**src/rtl/fetch_pkg.sv**
```systemverilog
// Shared fetch definitions: default datapath width, PC step, queue entry.
// Imported by fetch_queue and inst_fifo.
package fetch_pkg;

    localparam int XLEN_DEF = 32;
    localparam int PC_INC   = 4;

    typedef struct packed {
        logic [XLEN_DEF-1:0] pc;
        logic [XLEN_DEF-1:0] inst;
    } fetch_entry_t;

endpackage

```
**src/rtl/inst_fifo.sv**
```systemverilog
// Instruction queue storage: power-of-two ring buffer with occupancy count.
// Simultaneous push and pop are allowed at any occupancy, including full.
module inst_fifo
    import fetch_pkg::*;
#(
    parameter int  DEPTH   = 4,
    parameter type entry_t = fetch_entry_t
) (
    input  logic                       clk,
    input  logic                       rst,
    input  logic                       flush,
    input  logic                       push,
    input  logic                       pop,
    input  entry_t                     wdata,
    output entry_t                     rdata,
    output logic [$clog2(DEPTH+1)-1:0] count
);

    localparam int PW = $clog2(DEPTH);
    localparam int CW = $clog2(DEPTH+1);

    entry_t          mem_q [DEPTH];
    logic [PW-1:0]   wr_ptr_q;
    logic [PW-1:0]   wr_ptr_d;
    logic [PW-1:0]   rd_ptr_q;
    logic [PW-1:0]   rd_ptr_d;
    logic [CW-1:0]   count_q;
    logic [CW-1:0]   count_d;
    logic            do_push;
    logic            do_pop;

    // Qualify requests and advance pointers; pointers wrap on their own width.
    always_comb begin
        do_pop   = pop && (count_q != '0);
        do_push  = push && ((count_q != CW'(DEPTH)) || do_pop);
        wr_ptr_d = wr_ptr_q;
        rd_ptr_d = rd_ptr_q;
        count_d  = count_q;
        if (flush) begin
            wr_ptr_d = '0;
            rd_ptr_d = '0;
            count_d  = '0;
        end else begin
            if (do_push) begin
                wr_ptr_d = wr_ptr_q + PW'(1);
            end
            if (do_pop) begin
                rd_ptr_d = rd_ptr_q + PW'(1);
            end
            if (do_push && !do_pop) begin
                count_d = count_q + CW'(1);
            end else if (do_pop && !do_push) begin
                count_d = count_q - CW'(1);
            end
        end
    end

    // Pointer and occupancy state.
    always_ff @(posedge clk or posedge rst) begin
        if (rst) begin
            wr_ptr_q <= '0;
            rd_ptr_q <= '0;
            count_q  <= '0;
        end else begin
            wr_ptr_q <= wr_ptr_d;
            rd_ptr_q <= rd_ptr_d;
            count_q  <= count_d;
        end
    end

    // Entry storage needs no reset; empty entries are never presented.
    always_ff @(posedge clk) begin
        if (do_push && !flush) begin
            mem_q[wr_ptr_q] <= wdata;
        end
    end

    assign rdata = mem_q[rd_ptr_q];
    assign count = count_q;

endmodule

```
**src/rtl/fetch_queue.sv**
```systemverilog
// Fetch front end: issues SRAM reads, queues {pc, inst} for decode, redirects.
// Define FETCH_QUEUE_BYPASS_EN to present a response in its arrival cycle.
module fetch_queue
    import fetch_pkg::*;
#(
    parameter int              XLEN     = XLEN_DEF,
    parameter int              ADDR_W   = 16,
    parameter int              DEPTH    = 4,
    parameter logic [XLEN-1:0] RESET_PC = '0
) (
    input  logic                       clk,
    input  logic                       rst,
    input  logic                       redirect,
    input  logic [XLEN-1:0]            redirect_pc,
    output logic                       im_req,
    output logic [ADDR_W-1:0]          im_addr,
    input  logic [XLEN-1:0]            im_rdata,
    output logic                       out_valid,
    input  logic                       out_ready,
    output logic [XLEN-1:0]            out_pc,
    output logic [XLEN-1:0]            out_inst,
    output logic [$clog2(DEPTH+1)-1:0] count
);

    localparam int CW = $clog2(DEPTH+1);

    typedef struct packed {
        logic [XLEN-1:0] pc;
        logic [XLEN-1:0] inst;
    } entry_t;

    logic [XLEN-1:0] pc_q;
    logic [XLEN-1:0] pc_d;
    logic [XLEN-1:0] req_pc_q;
    logic [XLEN-1:0] req_pc_d;
    logic            inflight_q;
    logic            inflight_d;
    logic [XLEN-1:0] hold_pc_q;
    logic [XLEN-1:0] hold_pc_d;
    logic [XLEN-1:0] hold_inst_q;
    logic [XLEN-1:0] hold_inst_d;

    logic            rsp_vld;
    logic            byp;
    logic            q_empty;
    logic            push;
    logic            pop;
    logic [CW:0]     occ;
    logic [CW-1:0]   q_count;
    entry_t          wdata;
    entry_t          head;

    // Request issue: queued plus in-flight entries must leave room.
    always_comb begin
        occ     = {1'b0, q_count} + {{CW{1'b0}}, inflight_q};
        im_req  = !rst && !redirect && (occ < (CW+1)'(DEPTH));
        im_addr = pc_q[ADDR_W-1:0];
    end

    // Response capture, optional bypass, and decode-side presentation.
    always_comb begin
        rsp_vld    = inflight_q && !redirect;
        q_empty    = (q_count == '0);
`ifdef FETCH_QUEUE_BYPASS_EN
        byp        = rsp_vld && q_empty;
`else
        byp        = 1'b0;
`endif
        out_valid  = !q_empty || byp;
        if (!q_empty) begin
            out_pc   = head.pc;
            out_inst = head.inst;
        end else if (byp) begin
            out_pc   = req_pc_q;
            out_inst = im_rdata;
        end else begin
            out_pc   = hold_pc_q;
            out_inst = hold_inst_q;
        end
        pop        = out_valid && out_ready && !redirect;
        push       = rsp_vld && !(byp && out_ready);
        wdata.pc   = req_pc_q;
        wdata.inst = im_rdata;
    end

    // Next-state for PC, request tracking and held decode outputs.
    always_comb begin
        pc_d        = pc_q;
        req_pc_d    = req_pc_q;
        inflight_d  = im_req;
        hold_pc_d   = out_pc;
        hold_inst_d = out_inst;
        if (redirect) begin
            pc_d = redirect_pc;
        end else if (im_req) begin
            pc_d     = pc_q + XLEN'(PC_INC);
            req_pc_d = pc_q;
        end
    end

    // Fetch state registers.
    always_ff @(posedge clk or posedge rst) begin
        if (rst) begin
            pc_q        <= RESET_PC;
            req_pc_q    <= '0;
            inflight_q  <= 1'b0;
            hold_pc_q   <= '0;
            hold_inst_q <= '0;
        end else begin
            pc_q        <= pc_d;
            req_pc_q    <= req_pc_d;
            inflight_q  <= inflight_d;
            hold_pc_q   <= hold_pc_d;
            hold_inst_q <= hold_inst_d;
        end
    end

    inst_fifo #(
        .DEPTH   (DEPTH),
        .entry_t (entry_t)
    ) u_fifo (
        .clk   (clk),
        .rst   (rst),
        .flush (redirect),
        .push  (push),
        .pop   (pop),
        .wdata (wdata),
        .rdata (head),
        .count (q_count)
    );

    assign count = q_count;

endmodule
```
**config.mk**
```make
export PLATFORM = sky130hd
export DESIGN_NAME = fetch_queue
export DESIGN_NICKNAME = d
export VERILOG_FILES = /design/src/rtl/fetch_pkg.sv /design/src/rtl/inst_fifo.sv /design/src/rtl/fetch_queue.sv
export SDC_FILE = /design/constraint.sdc
export NUM_CORES = 1
export LEC_CHECK = 0
export BUFFER_PORTS_ARGS = -buffer_cell sky130_fd_sc_hd__buf_4
export CORE_MARGIN = 2
export CORE_UTILIZATION = 45
export CTS_CLUSTER_DIAMETER = 30
export DETAILED_ROUTE_END_ITERATION = 10
export GPL_ROUTABILITY_DRIVEN = 0
export GPL_TIMING_DRIVEN = 0
export HOLD_SLACK_MARGIN = 0.12
export PLACE_DENSITY = 0.69
export SKIP_CTS_REPAIR_TIMING = 1
export SYNTH_ARGS = -nofsm -noshare
export SYNTH_HDL_FRONTEND = slang
export SYNTH_HIERARCHICAL = 1
export SYNTH_SLANG_ARGS = --single-unit
```
**constraint.sdc**
```tcl
create_clock -name clk -period 6.79 [get_ports clk]
set_input_delay 1.6975 -clock clk [delete_from_list [all_inputs] [get_ports clk]]
set_output_delay 1.6975 -clock clk [all_outputs]
set_load 0.01 [all_outputs]
```
==> flow_summary.yaml <==
yosys:
  async_reset_ff_share_pct: 34.7
  synthDistinctLibCells: 56
  synth_top_area_cell: "edfxtp_1"
  synth_top_flop_cell: "edfxtp_1"
  ys_seq_area_share_pct: 71.2
  synth_area_um2: 15600
  yosys-top-cells-area: "edfxtp_1, dfrtp_1, mux4_2, mux2_2, nand2_1"
  synth_edf_count: 256
  synth_most_common_cell: "edfxtp_1"
  syn_nets: 991
  avgSynthCellArea_um2: 17.0
  synth_top_area_share_pct: 49.4
  synth_commonest_cells: "edfxtp_1, dfrtp_1, nand2_1, mux2_2, mux4_2"
  synth_cells: 917
  ys.warnings.count: 6
  ys_ff_latch: 392
placement:
  hpwl_um: 22900
  io_buffer_count: 152
  place_ws_ps: 1580
detailed_routing:
  drc_errors: 0
  vias: 9119
  wire_per_inst_um: 20.2
  firstDrtPassIters: 6
  vias_per_cell: 5.35
  drt_iter0_drc: 790
  finalWirelength_um: 34400
  postRouteAntennaNets: 0
worst_setup_path:
  slowest_delay_ps: 310
  end_kind: "output pin"
  reg2reg_slack_ps: 2770
  cpMaxStageDelayCell: "buf_2"
  worstPathRequired_ps: 5090
  path_cells: "buf_4 > buf_6 > nor3_2 > nand2_2 > inv_2 > buf_2 > buf_2 > buf_4"
  startpoint_type: "input pin"
  crit_fanout: 11
  crit_start: "redirect"
  r2r_start: "u_fifo/count[0]"
  path_class: "in -> out"
  worstPathArrival_ps: 3260
sta:
  hold_violations: 0
  period_share_pct: 73.0
  drv_slew: 0
  rsz0062_at_grt: "no"
  setup_violations: 0
  tightestPinTransition_ps: 896
  max_slew_margin_pct: 40.0
  fmax_mhz: 202
  post-route-worst-setup-slack_ps: 1830
  clock_skew_ps: 15.9
  period_needed_ps: 4960
grt:
  grt_pass1_vias: 9658
  gr-total-overflow: 0
  grt_max_degree: 90
  antenna_found_initial: 0
  grt_pass1_wl_um: 54100
  grtUsageTotal_pct: 19.7
floorplan:
  pin_count: 153
  core_um2: 34300
  placementRows: 68
  die_h_um: 190
  die_x_um: 190
  die-area_um2: 36100
  start_util_pct: 45.4
cells_and_area:
  fillers: 2574
  drive_above_1_share_pct: 39.4
  syn2layout_area_growth_pct: 30.0
  final_core_util_pct: 59.0
  nets: 1256
  seq_area_um2: 11100
  antenna_cells: 0
  multi_input_area_um2: 4070
clock_network:
  tritoncts: "built"
  cts_num_sinks: 392
  cts_buffers: 78
  cts-root-buf: "clkbuf_16"
  clockBufferDepth: 3
  htreeDepth: 3
  clk_pin_slew_worst_paths_ps: 40
  insertion_delay_ps: 580
job:
  max_cap_viol_count: 0
power:
  peakVddDrop_mv: 0.232
  p_per_area_nw_per_um2: 371
  power.leakage_nw: 7.76
hold_path:
  min_from: "hold_inst_q[12]"
  hold_class: "reg -> reg"
status:
  outcome: "finished clean"
[power breakdown]
part | switching (mW) | leakage (nW) | internal (mW)
logic | 0.457 | 2.57 | 0.509
registers | 0.128 | 3.97 | 2.85
clock network | 1.23 | 1.21 | 2.35
[sequential cells by signal, indices dropped and copies added (netlist names)]
signal           count
u_fifo/count         3
pc_q                32
u_fifo/rd_ptr_q      2
u_fifo/mem_q       256
inflight_q           1
hold_pc_q           32
req_pc_q            32
hold_inst_q         32
u_fifo/wr_ptr_q      2
[cell families (layout without fill, tap and decap cells)]
logic type | after synthesis | count (layout) | synth area share (%)
fa+ha+maj | 6 | 6 | 0.530
flops | 392 | 392 | 71.2
mux | 139 | 139 | 14.7
buf+inv | 78 | 409 | 2.72
xor+xnor | 4 | 4 | 0.225
compound gates | 68 | 68 | 3.36
simple gates | 230 | 230 | 7.26
[final cells by class]
| type | instances | share of cell area, % |
|---|---|---|
| clock buffers | 93 | 10.1 |
| plain buffers | 65 | 1.85 |
| multi-input cells | 447 | 20.1 |
| flip-flops and latches | 392 | 54.8 |
| well taps | 455 | 2.81 |
| repair buffers | 185 | 7.66 |
| inverters | 13 | 0.266 |
| clock inverters | 53 | 2.42 |
[routing by layer]
metal	track usage (%)	wire, um	share of wire, %
met5	0	0	0
met4	6.50	569	1.7
met3	4.63	2350	6.8
met2	31.6	16800	49
met1	26.9	14700	43
[worst max-delay path: cells and delay by family]
family	cells	cell delay (ps)
buf+inv	6	1100
simple gates	2	450
[cells in the final DEF, fill, tap and decap left out, types with 9 or more instances in the layout]
cell type,instances
inv_1,11
clkbuf_1,30
nand3_1,26
buf_2,18
dfrtp_1,136
clkbuf_16,78
buf_6,29
mux4_2,64
nand2_1,117
buf_4,175
edfxtp_1,256
o311ai_1,17
clkinv_1,14
nor3_1,9
clkinv_2,9
nor2_1,16
mux2_2,68
[stage by stage]
stage                     hold slack (ps)  instance area, um^2  power (mW)  instances  setup TNS (ps)
final                                 491                20200        7.51       1703               0
after global routing                  506                20200        7.83       1703               0
after CTS                             495                20200        7.61       1703               0
after detailed placement              484                17700        3.99       1557               0
after global placement                481                17300        3.96       1524        -1609600
after floorplan                       458                15600        3.46        917         -299690
[final timing paths]
check / end / cells past startpoint
max in group asynchronous: hold_inst_q[28] / 3
worst min register to register: hold_inst_q[12] / 1
worst max register to register: u_fifo/mem_q[2][43] / 11
worst max-delay path: im_req / 8
worst min-delay path: hold_inst_q[12] / 1
min in group asynchronous: u_fifo/count[2] / 2
Power figures use the tool's default switching activity.
